### src/rtl/sram_like_arbiter_pkg.sv
// Shared types for the sram-like arbiter: owner tags, lock-state encoding and
// the bundle of request fields that is muxed onto the memory port.
package sram_like_arbiter_pkg;

  typedef enum logic {
    TAG_INST = 1'b0,
    TAG_DATA = 1'b1
  } owner_tag_t;

  typedef enum logic {
    ST_UNLOCKED = 1'b0,
    ST_LOCKED   = 1'b1
  } lock_state_t;

  typedef struct packed {
    logic        wr;
    logic [1:0]  size;
    logic [31:0] addr;
    logic [3:0]  wstrb;
    logic [31:0] wdata;
  } sram_req_t;

  function automatic owner_tag_t other_tag(input owner_tag_t t);
    return (t == TAG_DATA) ? TAG_INST : TAG_DATA;
  endfunction

endpackage

### src/rtl/sram_like_arbiter_owner_fifo.sv
// arb_owner_fifo: 1-bit tag FIFO remembering which requester owns each
// outstanding memory request; head is visible combinationally for steering.
module arb_owner_fifo #(
  parameter int MAX_OUTSTANDING = 4
) (
  input  logic clk,
  input  logic reset,
  input  logic push,
  input  logic push_tag,
  input  logic pop,
  output logic full,
  output logic empty,
  output logic head
);

  localparam int PTR_W = $clog2(MAX_OUTSTANDING);
  localparam int CNT_W = PTR_W + 1;

  logic [PTR_W-1:0]           wr_ptr_reg;
  logic [PTR_W-1:0]           rd_ptr_reg;
  logic [CNT_W-1:0]           count_reg;
  logic [MAX_OUTSTANDING-1:0] slot_bits;
  logic                       do_push;
  logic                       do_pop;

  assign full    = (count_reg == CNT_W'(MAX_OUTSTANDING));
  assign empty   = (count_reg == '0);
  assign do_push = push & ~full;
  assign do_pop  = pop & ~empty;
  assign head    = slot_bits[rd_ptr_reg];

  // One tiny register per slot; only the slot under the write pointer loads.
  for (genvar gi = 0; gi < MAX_OUTSTANDING; gi++) begin : g_slot
    logic slot_reg;
    always_ff @(posedge clk) begin
      if (reset) begin
        slot_reg <= 1'b0;
      end else if (do_push && (wr_ptr_reg == PTR_W'(gi))) begin
        slot_reg <= push_tag;
      end
    end
    assign slot_bits[gi] = slot_reg;
  end

  // Pointers wrap naturally because the depth is a power of two.
  always_ff @(posedge clk) begin
    if (reset) begin
      wr_ptr_reg <= '0;
      rd_ptr_reg <= '0;
      count_reg  <= '0;
    end else begin
      if (do_push) begin
        wr_ptr_reg <= wr_ptr_reg + PTR_W'(1);
      end
      if (do_pop) begin
        rd_ptr_reg <= rd_ptr_reg + PTR_W'(1);
      end
      if (do_push && !do_pop) begin
        count_reg <= count_reg + CNT_W'(1);
      end else if (do_pop && !do_push) begin
        count_reg <= count_reg - CNT_W'(1);
      end
    end
  end

endmodule

### src/rtl/sram_like_arbiter.sv
// Shares one sram-like memory port between the IF inst port and MEM data port.
// Define ARB_RR_EN for round-robin priority; default is fixed data > inst.
module sram_like_arbiter
  import sram_like_arbiter_pkg::*;
#(
  parameter int MAX_OUTSTANDING = 4
) (
  input  logic        clk,
  input  logic        reset,
  input  logic        inst_sram_req,
  input  logic        inst_sram_wr,
  input  logic [1:0]  inst_sram_size,
  input  logic [31:0] inst_sram_addr,
  input  logic [3:0]  inst_sram_wstrb,
  input  logic [31:0] inst_sram_wdata,
  output logic        inst_sram_addr_ok,
  output logic        inst_sram_data_ok,
  output logic [31:0] inst_sram_rdata,
  input  logic        data_sram_req,
  input  logic        data_sram_wr,
  input  logic [1:0]  data_sram_size,
  input  logic [31:0] data_sram_addr,
  input  logic [3:0]  data_sram_wstrb,
  input  logic [31:0] data_sram_wdata,
  output logic        data_sram_addr_ok,
  output logic        data_sram_data_ok,
  output logic [31:0] data_sram_rdata,
  output logic        mem_req,
  output logic        mem_wr,
  output logic [1:0]  mem_size,
  output logic [31:0] mem_addr,
  output logic [3:0]  mem_wstrb,
  output logic [31:0] mem_wdata,
  input  logic        mem_addr_ok,
  input  logic        mem_data_ok,
  input  logic [31:0] mem_rdata,
  output logic        resp_orphan
);

  lock_state_t state_reg, state_next;
  owner_tag_t  owner_reg, owner_next;
  owner_tag_t  unlocked_pick;
  owner_tag_t  grant_tag;
  logic        grant_valid;
  logic        push;
  logic        resp_valid;
  logic        fifo_full;
  logic        fifo_empty;
  logic        fifo_head;
  logic        resp_orphan_reg;
  sram_req_t   inst_fields;
  sram_req_t   data_fields;
  sram_req_t   mem_fields;

  assign inst_fields = {inst_sram_wr, inst_sram_size, inst_sram_addr, inst_sram_wstrb, inst_sram_wdata};
  assign data_fields = {data_sram_wr, data_sram_size, data_sram_addr, data_sram_wstrb, data_sram_wdata};

`ifdef ARB_RR_EN
  owner_tag_t last_winner_reg;

  always_ff @(posedge clk) begin
    if (reset) begin
      last_winner_reg <= TAG_INST;
    end else if (push) begin
      last_winner_reg <= grant_tag;
    end
  end

  always_comb begin
    if (inst_sram_req && data_sram_req) begin
      unlocked_pick = other_tag(last_winner_reg);
    end else begin
      unlocked_pick = data_sram_req ? TAG_DATA : TAG_INST;
    end
  end
`else
  assign unlocked_pick = data_sram_req ? TAG_DATA : TAG_INST;
`endif

  // Lock FSM: state register
  always_ff @(posedge clk) begin
    if (reset) begin
      state_reg <= ST_UNLOCKED;
      owner_reg <= TAG_INST;
    end else begin
      state_reg <= state_next;
      owner_reg <= owner_next;
    end
  end

  // Lock FSM: next state; a presented but unaccepted request freezes its owner
  always_comb begin
    state_next = state_reg;
    owner_next = owner_reg;
    if (state_reg == ST_UNLOCKED) begin
      if (grant_valid && !mem_addr_ok) begin
        state_next = ST_LOCKED;
        owner_next = grant_tag;
      end
    end else if (mem_addr_ok) begin
      state_next = ST_UNLOCKED;
    end
  end

  // Lock FSM: outputs (grant)
  always_comb begin
    grant_valid = 1'b0;
    grant_tag   = TAG_INST;
    if (!reset) begin
      if (state_reg == ST_LOCKED) begin
        grant_valid = 1'b1;
        grant_tag   = owner_reg;
      end else if (!fifo_full && (inst_sram_req || data_sram_req)) begin
        grant_valid = 1'b1;
        grant_tag   = unlocked_pick;
      end
    end
  end

  assign mem_fields = (grant_tag == TAG_DATA) ? data_fields : inst_fields;
  assign mem_req    = grant_valid;
  assign mem_wr     = mem_fields.wr;
  assign mem_size   = mem_fields.size;
  assign mem_addr   = mem_fields.addr;
  assign mem_wstrb  = mem_fields.wstrb;
  assign mem_wdata  = mem_fields.wdata;

  assign push              = grant_valid & mem_addr_ok;
  assign inst_sram_addr_ok = push & (grant_tag == TAG_INST);
  assign data_sram_addr_ok = push & (grant_tag == TAG_DATA);

  // Pop sees the pre-push FIFO, so a same-cycle accept cannot claim a response
  assign resp_valid        = mem_data_ok & ~fifo_empty & ~reset;
  assign inst_sram_data_ok = resp_valid & (fifo_head == TAG_INST);
  assign data_sram_data_ok = resp_valid & (fifo_head == TAG_DATA);
  assign inst_sram_rdata   = mem_rdata;
  assign data_sram_rdata   = mem_rdata;

  always_ff @(posedge clk) begin
    if (reset) begin
      resp_orphan_reg <= 1'b0;
    end else begin
      resp_orphan_reg <= mem_data_ok & fifo_empty;
    end
  end
  assign resp_orphan = resp_orphan_reg;

  arb_owner_fifo #(
    .MAX_OUTSTANDING(MAX_OUTSTANDING)
  ) u_owner_fifo (
    .clk      (clk),
    .reset    (reset),
    .push     (push),
    .push_tag (grant_tag),
    .pop      (resp_valid),
    .full     (fifo_full),
    .empty    (fifo_empty),
    .head     (fifo_head)
  );

endmodule

### config.mk
export PLATFORM = sky130hd
export DESIGN_NAME = sram_like_arbiter
export DESIGN_NICKNAME = d
export VERILOG_FILES = /design/src/rtl/sram_like_arbiter_pkg.sv /design/src/rtl/sram_like_arbiter_owner_fifo.sv /design/src/rtl/sram_like_arbiter.sv
export SDC_FILE = /design/constraint.sdc
export NUM_CORES = 1
export LEC_CHECK = 0
export ABC_AREA = 1
export CAP_MARGIN = 0
export CORE_AREA = 2 2 123 125
export DETAILED_ROUTE_END_ITERATION = 7
export DIE_AREA = 0 0 125 127
export PLACE_DENSITY = 0.69
export RECOVER_POWER = 50
export SYNTH_ARGS = -nofsm -noshare
export SYNTH_HDL_FRONTEND = slang
export SYNTH_HIERARCHICAL = 1
export SYNTH_SLANG_ARGS = --single-unit
### constraint.sdc
create_clock -name clk -period 6.56 [get_ports clk]
set_input_delay 1.312 -clock clk [delete_from_list [all_inputs] [get_ports clk]]
set_output_delay 1.312 -clock clk [all_outputs]
set_load 0.1 [all_outputs]
==> results.yml, run 1 <==
status:
  outcome: "completed"
grt:
  antenna_found_initial: 0
  grt_overflow_total: 0
  grt_pass1_wl_mm: 15.3
  grt_max_degree: 70
  track_usage: 0.121
  grt_pass1_vias: 2797
drt:
  routed_wl_mm: 10.2
  via_per_inst: 3.80
  drtPass1Iterations: 4
  antenna_left: 0
  drc: 0
  drtIter0Drc: 107
  dr_total_vias: 2884
  wire_per_inst_um: 13.5
cells_and_area:
  fillerInstances: 1610
  final_layout_size_suffix_gt1_frac: 0.150
  layout_common_cells: "nand2_1 (238), clkdlybuf4s50_1 (150), buf_4 (75)"
  nNetsFinal: 762
  largest_register_ffs: 4
  antenna_cells: 0
  layout_commonest_cell: "nand2_1"
  post-route-cell-area_um2: 4060
  syn2layout_area_growth_pct: 79.0
placed_design:
  gp_congestion: 0.823
  dpl.hpwl_mm: 8.49
  dpl_cell_area_um2: 3980
  port_buffers: 224
clock_network:
  ctsResizeCount: 0
  clock-sinks: 14
  cts_hold_buffers: 0
  h-tree-depth: 1
  clkSlewWorstSetupHoldPaths_ns: 0.05
  cts_tree: "done"
  cts_made_buffers: 3
  clk_path_buf_depth: 2
  post-cts-setup-buffers: 0
  clk_latency_ns: 0.25
  root_buffer: "clkbuf_16"
sta:
  tightest_slew_ns: 0.995
  finalHoldViolCount: 0
  rsz0062_at_grt: "false"
  fmax_ghz: 0.194
  drv_slew: 0
  fin_tns_setup_ns: 0
  finalCriticalPeriod_ns: 5.16
  setup_violations: 0
  skew_ns: 0.00342
  finalCritPeriodShare: 0.786
  max_slew_margin: 0.334
setup_path:
  cp.arrival_ns: 3.85
  ff2ff_setup_slack_ns: 3.94
  path_class: "in2out"
  cp_max_fo: 69
  timing.rr.start: "u_owner_fifo/count_reg[0]$_SDFFE_PP0P_"
  crit_start: "reset"
  worst_path_max_delay_cell: "buf_4"
  cp.depth: 8
  cp_cell_sequence: "dlygate4sd3_1, inv_1, nand2_1, a21oi_1, buf_4, nand2_1, nand2_1, buf_4"
  cp-end-kind: "output pin"
  critPathLaunchType: "input port"
  critPathMaxStageDelay_ns: 0.65
  crit_top_cell: "nand2_1"
  cpLargestDelayFamily: "buffers and inverters"
  endpoint: "mem_addr[2]"
  reg2reg_to: "u_owner_fifo/count_reg[2]$_SDFFE_PP0P_"
  path_buf_inv: 4
  crit_required_ns: 5.25
  rr_worst_depth: 21
yosys:
  synthCells: 424
  yosysWarnings: 6
  synth-seq-cells: 14
  syn_area_per_cell_um2: 5.34
  ys_seq_area_frac: 0.124
  syn_area_um2: 2270
  synthDistinctLibCells: 20
  syn_nets: 610
power_and_ir_drop:
  p_per_area_nw_per_um2: 260
  leakagePower_nw: 2.07
  ir_drop_mv: 0.150
floorplan:
  num_rows: 44
  ios: 321
  die_w_um: 125
  start_util: 0.157
  fp.dieArea_um2: 15900
  coreArea_um2: 14400
  die_h_um: 127
run:
  cap_violations: 0
worst_hold_path:
  min_path_type: "reg2reg"
## synthesized netlist by cell type (all sizes together)
| cell | n | area [um^2] |
|---|---|---|
| nand3 | 8 | 40.0 |
| dfxtp | 14 | 280 |
| fa | 1 | 20.0 |
| a21oi | 5 | 28.8 |
| ha | 5 | 62.6 |
| o22ai | 1 | 6.26 |
| o21ai | 6 | 30.0 |
| nand2 | 242 | 933 |
| nand4 | 5 | 31.3 |
| nor3 | 1 | 5.00 |
| nor2 | 24 | 97.6 |
| inv | 32 | 120 |
| buf | 80 | 611 |
## per-stage QoR
step / utilization / worst slack [ns] / hold WS, ns / power [mW] / cells
3_5_place_dp: 0.276 / 1.55 / 0.485 / 0.933 / 755
3_3_place_gp: 0.276 / 1.58 / 0.487 / 0.931 / 755
4_1_cts: 0.282 / 1.54 / 0.493 / 1.07 / 759
5_1_grt: 0.281 / 1.14 / 0.519 / 1.10 / 759
6_report: 0.281 / 1.40 / 0.491 / 1.05 / 759
2_1_floorplan: - / 1.62 / 0.456 / 0.897 / 424
## where the power goes
part / total [mW] / internal [mW] / switching [mW] / leakage [nW]
Combinational: 0.819 / 0.205 / 0.615 / 1.91
Sequential: 0.104 / 0.0951 / 0.00924 / 0.115
Clock: 0.131 / 0.0926 / 0.0380 / 0.0442
## worst register-to-register path, delay by kind of cell, from the launching register on
family | cells | cell delay [ns]
fa+ha+maj | 2 | 0.56
buf+inv | 6 | 0.62
flops | 1 | 0.43
simple gates | 13 | 0.92
## layout make-up
type,count,area [um^2],share of cell area
Tap cell,184,230,0.0568
Sequential cell,14,280,0.0691
Multi-Input combinational cell,298,1250,0.309
Inverter,32,120,0.0296
Timing Repair Buffer,227,2080,0.514
Clock buffer,4,88.8,0.0219
## metal layers
| layer | wire length, um | global-route usage | vias up |
|---|---|---|---|
| li1 | - | - | 1499 |
| met1 | 4200 | 0.144 | 1191 |
| met2 | 4910 | 0.214 | 189 |
| met3 | 1090 | 0.0448 | 5 |
| met4 | 49 | 0.0144 | 0 |
| met5 | 0 | 0 | - |
## worst min path at each step
stage | start | end | cells past startpoint | slack [ns]
after floorplan | u_owner_fifo/rd_ptr_reg[1]$_SDFFE_PP0P_ | u_owner_fifo/rd_ptr_reg[1]$_SDFFE_PP0P_ | 2 | 0.46
after global placement | u_owner_fifo/rd_ptr_reg[1]$_SDFFE_PP0P_ | u_owner_fifo/rd_ptr_reg[1]$_SDFFE_PP0P_ | 2 | 0.49
after global routing | u_owner_fifo/rd_ptr_reg[1]$_SDFFE_PP0P_ | u_owner_fifo/rd_ptr_reg[1]$_SDFFE_PP0P_ | 2 | 0.52
final | u_owner_fifo/rd_ptr_reg[1]$_SDFFE_PP0P_ | u_owner_fifo/rd_ptr_reg[1]$_SDFFE_PP0P_ | 2 | 0.49
after CTS | u_owner_fifo/rd_ptr_reg[1]$_SDFFE_PP0P_ | u_owner_fifo/rd_ptr_reg[1]$_SDFFE_PP0P_ | 2 | 0.49
after detailed placement | u_owner_fifo/rd_ptr_reg[1]$_SDFFE_PP0P_ | u_owner_fifo/rd_ptr_reg[1]$_SDFFE_PP0P_ | 2 | 0.48
## cells by family after synthesis
logic type	Yosys count	share of synthesized area
fa+ha+maj	6	0.0364
simple gates	280	0.489
compound gates	12	0.0287
buf+inv	112	0.322
flops	14	0.124
No activity file was read; power rests on OpenSTA's default activity.
==> inputs of run 2 (changes only) <==
--- a/config.mk
+++ b/config.mk
@@ -7,9 +7,9 @@
 export LEC_CHECK = 0
 export ABC_AREA = 1
 export CAP_MARGIN = 0
-export CORE_AREA = 2 2 123 125
+export CORE_AREA = 2 2 125 127
 export DETAILED_ROUTE_END_ITERATION = 7
-export DIE_AREA = 0 0 125 127
+export DIE_AREA = 0 0 127 129
 export PLACE_DENSITY = 0.69
 export RECOVER_POWER = 50
 export SYNTH_ARGS = -nofsm -noshare
==> constraint.sdc (replaced) <==
create_clock -name clk -period 4.3 [get_ports clk]
set_input_delay 0.86 -clock clk [delete_from_list [all_inputs] [get_ports clk]]
set_output_delay 0.86 -clock clk [all_outputs]
set_load 0.1 [all_outputs]
==> results.yml, run 2 (synthesized netlist as in run 1, its figures left out) <==
power_and_ir_drop:
  swShare: 0.564
  p_per_area_nw_per_um2: 380
  power.switching_mw: 1.07
  ir_drop_mv: 0.184
  seq_power_share: 0.085
  intPower_uw: 826
  clockPowerShare: 0.103
  p_comb_frac: 0.812
  leakagePower_nw: 2.41
drt:
  antenna_left: 0
  routed_wl_mm: 10.9
  wire_per_inst_um: 14.3
  dr_total_vias: 2951
  drc: 0
  drtIter0Drc: 178
  drtPass1Iterations: 4
  via_per_inst: 3.86
clock_network:
  ctsResizeCount: 0
  cts_hold_buffers: 0
  post-cts-setup-buffers: 0
  h-tree-depth: 1
  cts_tree: "done"
  cts_made_buffers: 3
  clkSlewWorstSetupHoldPaths_ns: 0.05
  clock-sinks: 14
  root_buffer: "clkbuf_16"
  clk_latency_ns: 0.24
  clk_path_buf_depth: 2
cells_and_area:
  fillerInstances: 1568
  final_layout_size_suffix_gt1_frac: 0.161
  post-route-cell-area_um2: 4990
  layout_common_cells: "nand2_1 (238), clkdlybuf4s50_1 (146), buf_12 (73)"
  nNetsFinal: 764
  layout_commonest_cell: "nand2_1"
  antenna_cells: 0
  syn2layout_area_growth_pct: 120
  largest_register_ffs: 4
placed_design:
  dpl.hpwl_mm: 8.95
  port_buffers: 224
  gp_congestion: 0.807
  dpl_cell_area_um2: 4900
grt:
  grt_pass1_wl_mm: 16.1
  grt_max_degree: 74
  grt_pass1_vias: 2849
  track_usage: 0.125
  antenna_found_initial: 0
  grt_overflow_total: 0
floorplan:
  fp.dieArea_um2: 16400
  coreArea_um2: 15000
  die_h_um: 129
  ios: 321
  die_w_um: 127
  num_rows: 45
  start_util: 0.151
sta:
  fin_tns_setup_ns: 0
  rsz0062_at_grt: "false"
  fmax_ghz: 0.254
  drv_slew: 0
  tightest_slew_ns: 0.988
  max_slew_margin: 0.339
  setup_violations: 0
  skew_ns: 0.00208
  finalCriticalPeriod_ns: 3.93
  finalCritPeriodShare: 0.915
  finalHoldViolCount: 0
status:
  outcome: "completed"
setup_path:
  cp-end-kind: "output pin"
  cp.arrival_ns: 3.07
  path_class: "in2out"
  critPathLaunchType: "input port"
  crit_required_ns: 3.44
  cp_max_fo: 73
run:
  cap_violations: 0
worst_hold_path:
  min_path_type: "reg2reg"
## run 2: cell types whose count changed in the layout (fill, tap and decap cells not counted), sizes merged
cell and delta:
clkdlybuf4s50 -4, buf +6
## run 2: power groups by stage
stage               Sequential [mW]  Combinational [mW]  Clock, mW
finish                        0.160                1.54      0.196
global route                  0.162                1.60      0.203
CTS                           0.160                1.55      0.198
detailed placement            0.163                1.55          0
global placement              0.162                1.54          0
floorplan                     0.169                1.20          0
## run 2: critical path: stages
cell	delay, ns
dlygate4sd3_1	0.61
inv_1	0.13
nand2_1	0.14
a21oi_4	0.15
buf_4	0.60
nand2_1	0.14
nand2_1	0.18
buf_12	0.19
## run 2: final timing paths
kind	slack, ns	end	startpoint	cells past startpoint
setup / recovery	0.37	mem_addr[0]	reset	8
hold / removal	0.51	u_owner_fifo/rd_ptr_reg[0]$_SDFFE_PP0P_	u_owner_fifo/rd_ptr_reg[0]$_SDFFE_PP0P_	2
setup reg to reg	1.58	u_owner_fifo/count_reg[2]$_SDFFE_PP0P_	u_owner_fifo/count_reg[0]$_SDFFE_PP0P_	21
hold reg to reg	0.51	u_owner_fifo/rd_ptr_reg[0]$_SDFFE_PP0P_	u_owner_fifo/rd_ptr_reg[0]$_SDFFE_PP0P_	2
## run 2: through the flow
| stage | setup slack, ns | util | std cells | hold slack [ns] | power [mW] |
|---|---|---|---|---|---|
| after global placement | 0.425 | 0.327 | 761 | 0.486 | 1.70 |
| after floorplan | 0.262 | - | 424 | 0.456 | 1.37 |
| after global routing | 0.153 | 0.333 | 765 | 0.534 | 1.97 |
| final | 0.365 | 0.333 | 765 | 0.515 | 1.89 |
| after detailed placement | 0.410 | 0.327 | 761 | 0.497 | 1.71 |
| after CTS | 0.397 | 0.333 | 765 | 0.510 | 1.91 |
## run 2: cell type report
class | instances | area, um^2 | area share
Tap cell | 188 | 235 | 0.0471
Multi-Input combinational cell | 298 | 1260 | 0.253
Sequential cell | 14 | 280 | 0.0562
Clock buffer | 4 | 88.8 | 0.0178
Inverter | 32 | 120 | 0.0241
Timing Repair Buffer | 229 | 3000 | 0.602
## run 2: metal layers
metal / vias to the layer above / GRT usage / routed length [um]
met5: - / 0 / 0
met4: 0 / 0.0136 / 46
met3: 6 / 0.0541 / 1440
met2: 214 / 0.207 / 5000
met1: 1228 / 0.156 / 4410
li1: 1503 / - / -
